--- src/rtl/tdc_hw_stats.sv ---
// -----------------------------------------------------------------------------
// tdc_hw_stats
// Window statistics engine for TDC Hamming-weight samples. A start request
// discards FLUSH pipeline-flush cycles, then accumulates exactly 2^SAMPLE_LOG2
// valid samples. It presents the sum, mean, min and max behind a
// valid/ready handshake.
//
// Optional feature macro: TDC_HW_STATS_MINMAX_EN
//   defined   : min/max trackers are built
//   undefined : o_min_hw / o_max_hw are tied to 0
//
// Ports
//   i_clk            capture clock
//   i_rst            asynchronous active-high reset
//   i_en             global enable; when low, the FSM and all counters hold
//   i_start          single-cycle window request, honoured only in IDLE
//   i_hw             Hamming weight sample (HW_W bits)
//   i_hw_valid       i_hw is a valid sample this cycle
//   o_busy           window in progress (FLUSH or ACCUM)
//   o_result_valid   statistics available (HOLD)
//   i_result_ready   consumer accepts the result
//   o_sum            exact window sum (HW_W+SAMPLE_LOG2 bits)
//   o_mean           o_sum >> SAMPLE_LOG2, combinational from registered sum
//   o_min_hw         smallest sample in the window
//   o_max_hw         largest sample in the window
// -----------------------------------------------------------------------------
module tdc_hw_stats #(
  parameter int unsigned N           = 64,
  parameter int unsigned SAMPLE_LOG2 = 8,
  parameter int unsigned FLUSH       = 3
) (
  input  logic                            i_clk,
  input  logic                            i_rst,
  input  logic                            i_en,
  input  logic                            i_start,
  input  logic [$clog2(N):0]              i_hw,
  input  logic                            i_hw_valid,
  output logic                            o_busy,
  output logic                            o_result_valid,
  input  logic                            i_result_ready,
  output logic [$clog2(N)+SAMPLE_LOG2:0]  o_sum,
  output logic [$clog2(N):0]              o_mean,
  output logic [$clog2(N):0]              o_min_hw,
  output logic [$clog2(N):0]              o_max_hw
);

  localparam int unsigned HW_W   = $clog2(N) + 1;
  localparam int unsigned SUM_W  = HW_W + SAMPLE_LOG2;
  localparam int unsigned CNT_W  = SAMPLE_LOG2;
  localparam int unsigned FCNT_W = 4;

  // Window is full when the sample counter is all ones at the accepting edge.
  localparam logic [CNT_W-1:0]  CNT_LAST  = '1;
  // Unused when FLUSH is 0 (IDLE goes straight to ACCUM).
  localparam logic [FCNT_W-1:0] FCNT_LAST = FCNT_W'(FLUSH - 1);

  typedef enum logic [1:0] {
    S_IDLE  = 2'd0,
    S_FLUSH = 2'd1,
    S_ACCUM = 2'd2,
    S_HOLD  = 2'd3
  } state_t;

  state_t              r_state;
  state_t              w_next;
  logic [SUM_W-1:0]    r_sum;
  logic [CNT_W-1:0]    r_cnt;
  logic [FCNT_W-1:0]   r_fcnt;

  logic w_start_ok;
  logic w_accept;
  logic w_last;
  logic w_flush_done;
  logic w_handshake;

  assign w_start_ok   = i_en && (r_state == S_IDLE) && i_start;
  assign w_accept     = i_en && (r_state == S_ACCUM) && i_hw_valid;
  assign w_last       = w_accept && (r_cnt == CNT_LAST);
  assign w_flush_done = i_en && (r_state == S_FLUSH) && (r_fcnt == FCNT_LAST);
  assign w_handshake  = i_en && (r_state == S_HOLD) && i_result_ready;

  // State register
  always_ff @(posedge i_clk or posedge i_rst) begin
    if (i_rst) r_state <= S_IDLE;
    else       r_state <= w_next;
  end

  // Next-state logic; every transition term already carries i_en
  always_comb begin
    w_next = r_state;
    case (r_state)
      S_IDLE:  if (w_start_ok)   w_next = (FLUSH == 0) ? S_ACCUM : S_FLUSH;
      S_FLUSH: if (w_flush_done) w_next = S_ACCUM;
      S_ACCUM: if (w_last)       w_next = S_HOLD;
      S_HOLD:  if (w_handshake)  w_next = S_IDLE;
      default:                   w_next = S_IDLE;
    endcase
  end

  // Moore output decode of the registered state
  always_comb begin
    o_busy         = 1'b0;
    o_result_valid = 1'b0;
    case (r_state)
      S_FLUSH, S_ACCUM: o_busy         = 1'b1;
      S_HOLD:           o_result_valid = 1'b1;
      default:          ;
    endcase
  end

  // Flush counter, sample counter and accumulator; the accumulator is the sum output
  always_ff @(posedge i_clk or posedge i_rst) begin
    if (i_rst) begin
      r_sum  <= '0;
      r_cnt  <= '0;
      r_fcnt <= '0;
    end else if (w_start_ok) begin
      r_sum  <= '0;
      r_cnt  <= '0;
      r_fcnt <= '0;
    end else if (i_en) begin
      if (r_state == S_FLUSH) r_fcnt <= r_fcnt + FCNT_W'(1);
      if (w_accept) begin
        r_sum <= r_sum + SUM_W'(i_hw);
        r_cnt <= r_cnt + CNT_W'(1);
      end
    end
  end

  assign o_sum  = r_sum;
  assign o_mean = HW_W'(r_sum >> SAMPLE_LOG2);

`ifdef TDC_HW_STATS_MINMAX_EN
  logic [HW_W-1:0] r_min;
  logic [HW_W-1:0] r_max;

  // Min starts at all ones and max at zero so the first sample wins both
  always_ff @(posedge i_clk or posedge i_rst) begin
    if (i_rst) begin
      r_min <= '0;
      r_max <= '0;
    end else if (w_start_ok) begin
      r_min <= '1;
      r_max <= '0;
    end else if (w_accept) begin
      if (i_hw < r_min) r_min <= i_hw;
      if (i_hw > r_max) r_max <= i_hw;
    end
  end

  assign o_min_hw = r_min;
  assign o_max_hw = r_max;
`else
  assign o_min_hw = '0;
  assign o_max_hw = '0;
`endif

endmodule

--- config.mk ---
export PLATFORM = sky130hd
export DESIGN_NAME = tdc_hw_stats
export DESIGN_NICKNAME = d
export VERILOG_FILES = /design/src/rtl/tdc_hw_stats.sv
export SDC_FILE = /design/constraint.sdc
export NUM_CORES = 1
export LEC_CHECK = 0
export ABC_AREA = 1
export CAP_MARGIN = 40
export CORE_MARGIN = 1.5
export CORE_UTILIZATION = 55
export CTS_BUF_LIST = sky130_fd_sc_hd__clkbuf_4
export DETAILED_ROUTE_END_ITERATION = 16
export PLACE_DENSITY = 0.85
export SLEW_MARGIN = 10
export SYNTH_ARGS = -nofsm -noshare
export SYNTH_HDL_FRONTEND = slang
export SYNTH_SLANG_ARGS = --single-unit
--- constraint.sdc ---
create_clock -name i_clk -period 4.1 [get_ports i_clk]
set_input_delay 0.41 -clock i_clk [delete_from_list [all_inputs] [get_ports i_clk]]
set_output_delay 0.41 -clock i_clk [all_outputs]
set_load 0.05 [all_outputs]
# [Word-level counts from Yosys, hierarchy flattened]
# Index checks and enable logic that the tools add are counted.
[word_totals] output_inout_bits=38 elab_cells=49 mem_bits_ro=0 ramBits=0 regBits=29 mem_count=0 latch_bits=0
[classes] n_mux=16 order_cmp=0 reduce_logical=17 n_eq_ne=9 addsub=3 shift=0 n_div=0 n_mul=0 bitwise=0
[ops] operator="15-bit 2-to-1 mux" count=3
[ops] operator="8-bit 2-to-1 mux" count=3
[ops] operator="15-bit by 7-bit adder with 15-bit output" count=1
[ops] operator="4-bit 2-to-1 mux" count=3
[ops] operator="1-bit logical AND" count=9
[ops] operator="8-bit by 1-bit adder with 8-bit output (second input constant)" count=1
[ops] operator="8-bit == test (second input constant)" count=1
[ops] operator="2-bit 2-to-1 mux" count=4
[ops] operator="2-bit inequality test (second input constant)" count=4
[ops] operator="2-bit one-hot mux with 4 select lines" count=1
[ops] operator="2-bit nonzero test" count=3
[ops] operator="4-bit by 1-bit adder with 4-bit output (second input constant)" count=1
[ops] operator="2-bit == test (second input constant)" count=2
[ops] operator="4-bit by 2-bit == test with 1-bit output (second input constant)" count=1
[ops] operator="2-bit AND reduction" count=2
[ops] operator="4-bit AND reduction" count=1
[ops] operator="2-bit by 1-bit == test with 1-bit output (second input constant)" count=1
[ops] operator="2-bit logical NOT" count=1
[ops] operator="1-bit 2-to-1 mux" count=2
[ops] operator="2-bit OR reduction" count=1

# [Depth between registers and ports, before layout]
[logic_depth] word_depth=6 depth_mapped=10 depth_no_buf=10

# [Worst setup path before layout]
# No wires, ideal clock.
[synth_timing] path_kind="flip-flop to flip-flop" start="register r_sum[0] (netlist: o_sum[0])" end="register r_sum[8] (netlist: o_sum[8])" t_arrival_ps=1852 setup_slack_ps=2131 n_path_buf=0 period_less_slack_ps=1969 setup_time_ps=117 stages_incl_launch_ff=10 required_ps=3983 cell_sequence="dfrtp_1 -> ha_1 -> inv_1 -> fa_1 -> nor2_1 -> o21ai_0 -> nand2_1 -> nand2_1 -> nor2_1 -> nor2_1"
[synth_via] elab_chain_len=4
[synth_rtl] item="from (decl)" line_no="66" rtl="logic [SUM_W-1:0] r_sum;"
[synth_rtl] item="from (signal assigned)" line_no="124" rtl="r_sum <= r_sum + SUM_W'(i_hw);"
[synth_rtl] item="15-bit by 7-bit adder with 15-bit output" line_no="124"
[synth_rtl] item="15-bit 2-to-1 mux" line_no="123" rtl="if (w_accept) begin"
[synth_rtl] item="15-bit 2-to-1 mux" line_no="121" rtl="end else if (i_en) begin"
[synth_rtl] item="15-bit 2-to-1 mux" line_no="117" rtl="end else if (w_start_ok) begin"
# Every way passes these cells. The select of a mux whose other input is x is not followed.
# A chain may end at the register's enable or synchronous reset.

# [Final worst setup path]
[layout_timing] start="register r_state[0]" end="output port o_busy"
[layout_via] elab_chain_len=3 elab_cells_between_ends=4 cone_classes="eq/ne: 2; mux: 1; reduce/logical: 1"
[layout_rtl] item="from (decl)" line_no="64" rtl="state_t r_state;"
[layout_rtl] item="from (signal assigned)" line_no="85" rtl="else r_state <= w_next;"
[layout_rtl] item="2-bit == test or 2-bit by 1-bit == test with 1-bit output (tied branches)" line_no="104" rtl="case (r_state)"
[layout_rtl] item="2-bit OR reduction *" line_no="104"
[layout_rtl] item="1-bit 2-to-1 mux *" line_no="104"
[layout_rtl] item="to (decl)" line_no="38" rtl="output logic o_busy,"
# Every way passes the cells marked *; elsewhere a longest branch is shown, timed or not.

==> flow_summary.json <==
{
  "status": "finished, final reports clean",
  "netlist_instances": 283,
  "antenna_found_initial": 0,
  "detail_route.wl_per_cell_um": 11.4,
  "cts.path.max_buffers": 2,
  "via_count": 1859,
  "viasPerCell": 5.09,
  "ctsResizeCount": 0,
  "fin_crit_ns": 2.38,
  "drive_above_1_share_pct": 6.94,
  "ys_seq_area_share_pct": 34.9,
  "required_ns": 3.69,
  "num_io_pins": 51,
  "setup_viol": 0,
  "synth-edff-count": 0,
  "hold_viol_final": 0,
  "syn_avg_cell_area_um2": 7.35,
  "crit_start": "r_state[0]",
  "track_usage_pct": 22.0,
  "finalSetupTns_ns": 0,
  "cts_buffers": 5,
  "cts_max_level": 2,
  "worstPathArrival_ns": 1.97,
  "place_area_mm2": 0.00238,
  "root_buffer": "clkbuf_4",
  "rows": 22,
  "gp_congestion": 0.895,
  "vdd_drop_max_uv": 528,
  "layout_commonest_cell": "nand2_1",
  "max_freq_mhz": 421,
  "fp.dieArea_mm2": 0.00416,
  "path_class": "flop to output pin",
  "finalCritPeriodShare_pct": 58.0,
  "fin_area_mm2": 0.00244,
  "io_buffers": 36,
  "grt_pass1_wl_um": 7130,
  "r2r-start": "r_state[0]",
  "p_per_area_mw_per_mm2": 609,
  "fillers": 338,
  "cp_slowest_cell": "clkdlybuf4s50_1",
  "first_pass_iters": 4,
  "path_clk_slew_ns": 0.10,
  "endpoint_kind": "output pin",
  "syn_area_mm2": 0.00208,
  "maxCapViolCount": 0,
  "drv_slew": 0,
  "synth_top_area_cell": "dfrtp_1",
  "synth_seq_cells": 29,
  "worst_setup_path_start_kind": "flop",
  "coreArea_mm2": 0.00363,
  "wl_um": 4180,
  "cp_max_fo": 4,
  "cp_cell_sequence": "inv_1 -> ha_1 -> clkdlybuf4s50_1",
  "slew_headroom_pct": 58.9,
  "r2r_end": "o_sum[14]",
  "detail-route-antenna-nets": 0,
  "postCtsHoldBufs": 0,
  "diodes": 0,
  "hp-class": "primary input to asynchronous set/reset pin",
  "rsz0062_at_grt": "false",
  "clk_latency_ns": 0.33,
  "cp_slowest_stage_delay_ns": 0.81,
  "skew_ns": 0.00904,
  "final_cell_mix": "nand2_1, clkdlybuf4s50_1, nor2_1",
  "start_util_pct": 57.3,
  "gr-total-overflow": 0,
  "cts_tree": "yes",
  "areaGrowthSynthToFinish_pct": 17.3,
  "grt_max_degree": 21,
  "grt_pass1_vias": 1748,
  "die-height_um": 64.5,
  "yosysTopAreaCellShare_pct": 34.9,
  "p_leak_uw": 0.00122,
  "async_reset_ff_share_pct": 100,
  "clock-sinks": 29,
  "tightest_slew_ns": 0.616,
  "synth-main-ff-cell": "dfrtp_1",
  "yosys.cell_types.count": 32,
  "final_nets": 345,
  "synth_area_leaders": "dfrtp_1, nand2_1, ha_1",
  "fp.dieW_um": 64.5,
  "drt-initial-drc-count": 107,
  "critPathCapture": "o_busy",
  "post_cts_buffers": 0,
  "reg2reg_slack_ns": 2.09,
  "drc": 0,
  "dp_hpwl_um": 3170,
  "r2r_cells": 9,
  "yosys_warnings": 0
}
-- registers in the layout, indices dropped and copies added, names as in the netlist --
register,flops
o_sum,15
r_cnt,8
r_fcnt,4
r_state,2
-- worst max-delay path, delay by kind of cell, from the launching register on --
| kind | cells | cell delay [ns] |
|---|---|---|
| buffers and inverters | 2 | 0.91 |
| DFF | 1 | 0.41 |
| adders and majority gates | 1 | 0.32 |
-- layer usage --
layer	global-route usage, %	part of all wire, %	vias up
li1	-	-	939
met1	27.0	46	845
met2	36.3	46	61
met3	5.73	5.3	14
met4	9.84	2.8	0
met5	0	0	-
-- cell families after synthesis --
group,count (synthesis),synth area share (%)
compound gates,35,9.20
xor+xnor,3,1.26
fa+ha+maj,16,9.98
buf+inv,58,15.0
flops,29,34.9
other cells,1,0.180
simple gates,141,29.5
-- final cells by class --
class | instances | area [um^2] | area share (%)
inverter | 34 | 128 | 5.23
clock buffer | 8 | 60.1 | 2.46
timing repair buffer | 37 | 375 | 15.4
multi-input combinational | 209 | 1090 | 44.7
sequential | 29 | 726 | 29.7
tap | 48 | 60.1 | 2.46
-- how the worst min path moves through the flow --
stage / end / slack [ns] / cells after the start
finish: o_sum[2] / 0.45 / 2
global route: o_sum[12] / 0.47 / 2
CTS: o_sum[1] / 0.47 / 2
detailed placement: r_cnt[0] / 0.50 / 1
global placement: r_cnt[0] / 0.48 / 1
floorplan: r_cnt[0] / 0.46 / 1
-- metrics by stage --
stage	hold WS (ns)	total power (uW)	worst slack, ns	std cells	util (%)
after floorplan	0.461	1100	2.13	296	-
after global placement	0.481	1270	1.89	356	65.1
after detailed placement	0.500	1290	1.82	357	65.5
after CTS	0.471	1490	1.71	365	67.1
after global routing	0.473	1610	1.65	365	67.1
final	0.451	1490	1.72	365	67.1
-- cells in the mapped netlist, types with 3 or more instances --
master   number
nand3_1      16
ha_1         15
inv_2         3
nor2_1       33
a21oi_1      17
nand4_1       5
dfrtp_1      29
xor2_1        3
buf_4        21
o21ai_0      13
inv_1        29
nand2_1      74
-- report_power, final --
part	total (uW)	switching (uW)	internal, uW
combinational	854	563	290
sequential	443	76.9	366
clock	189	101	88.1
total	1490	741	745
Note: power is estimated with default switching activity, not from simulation.
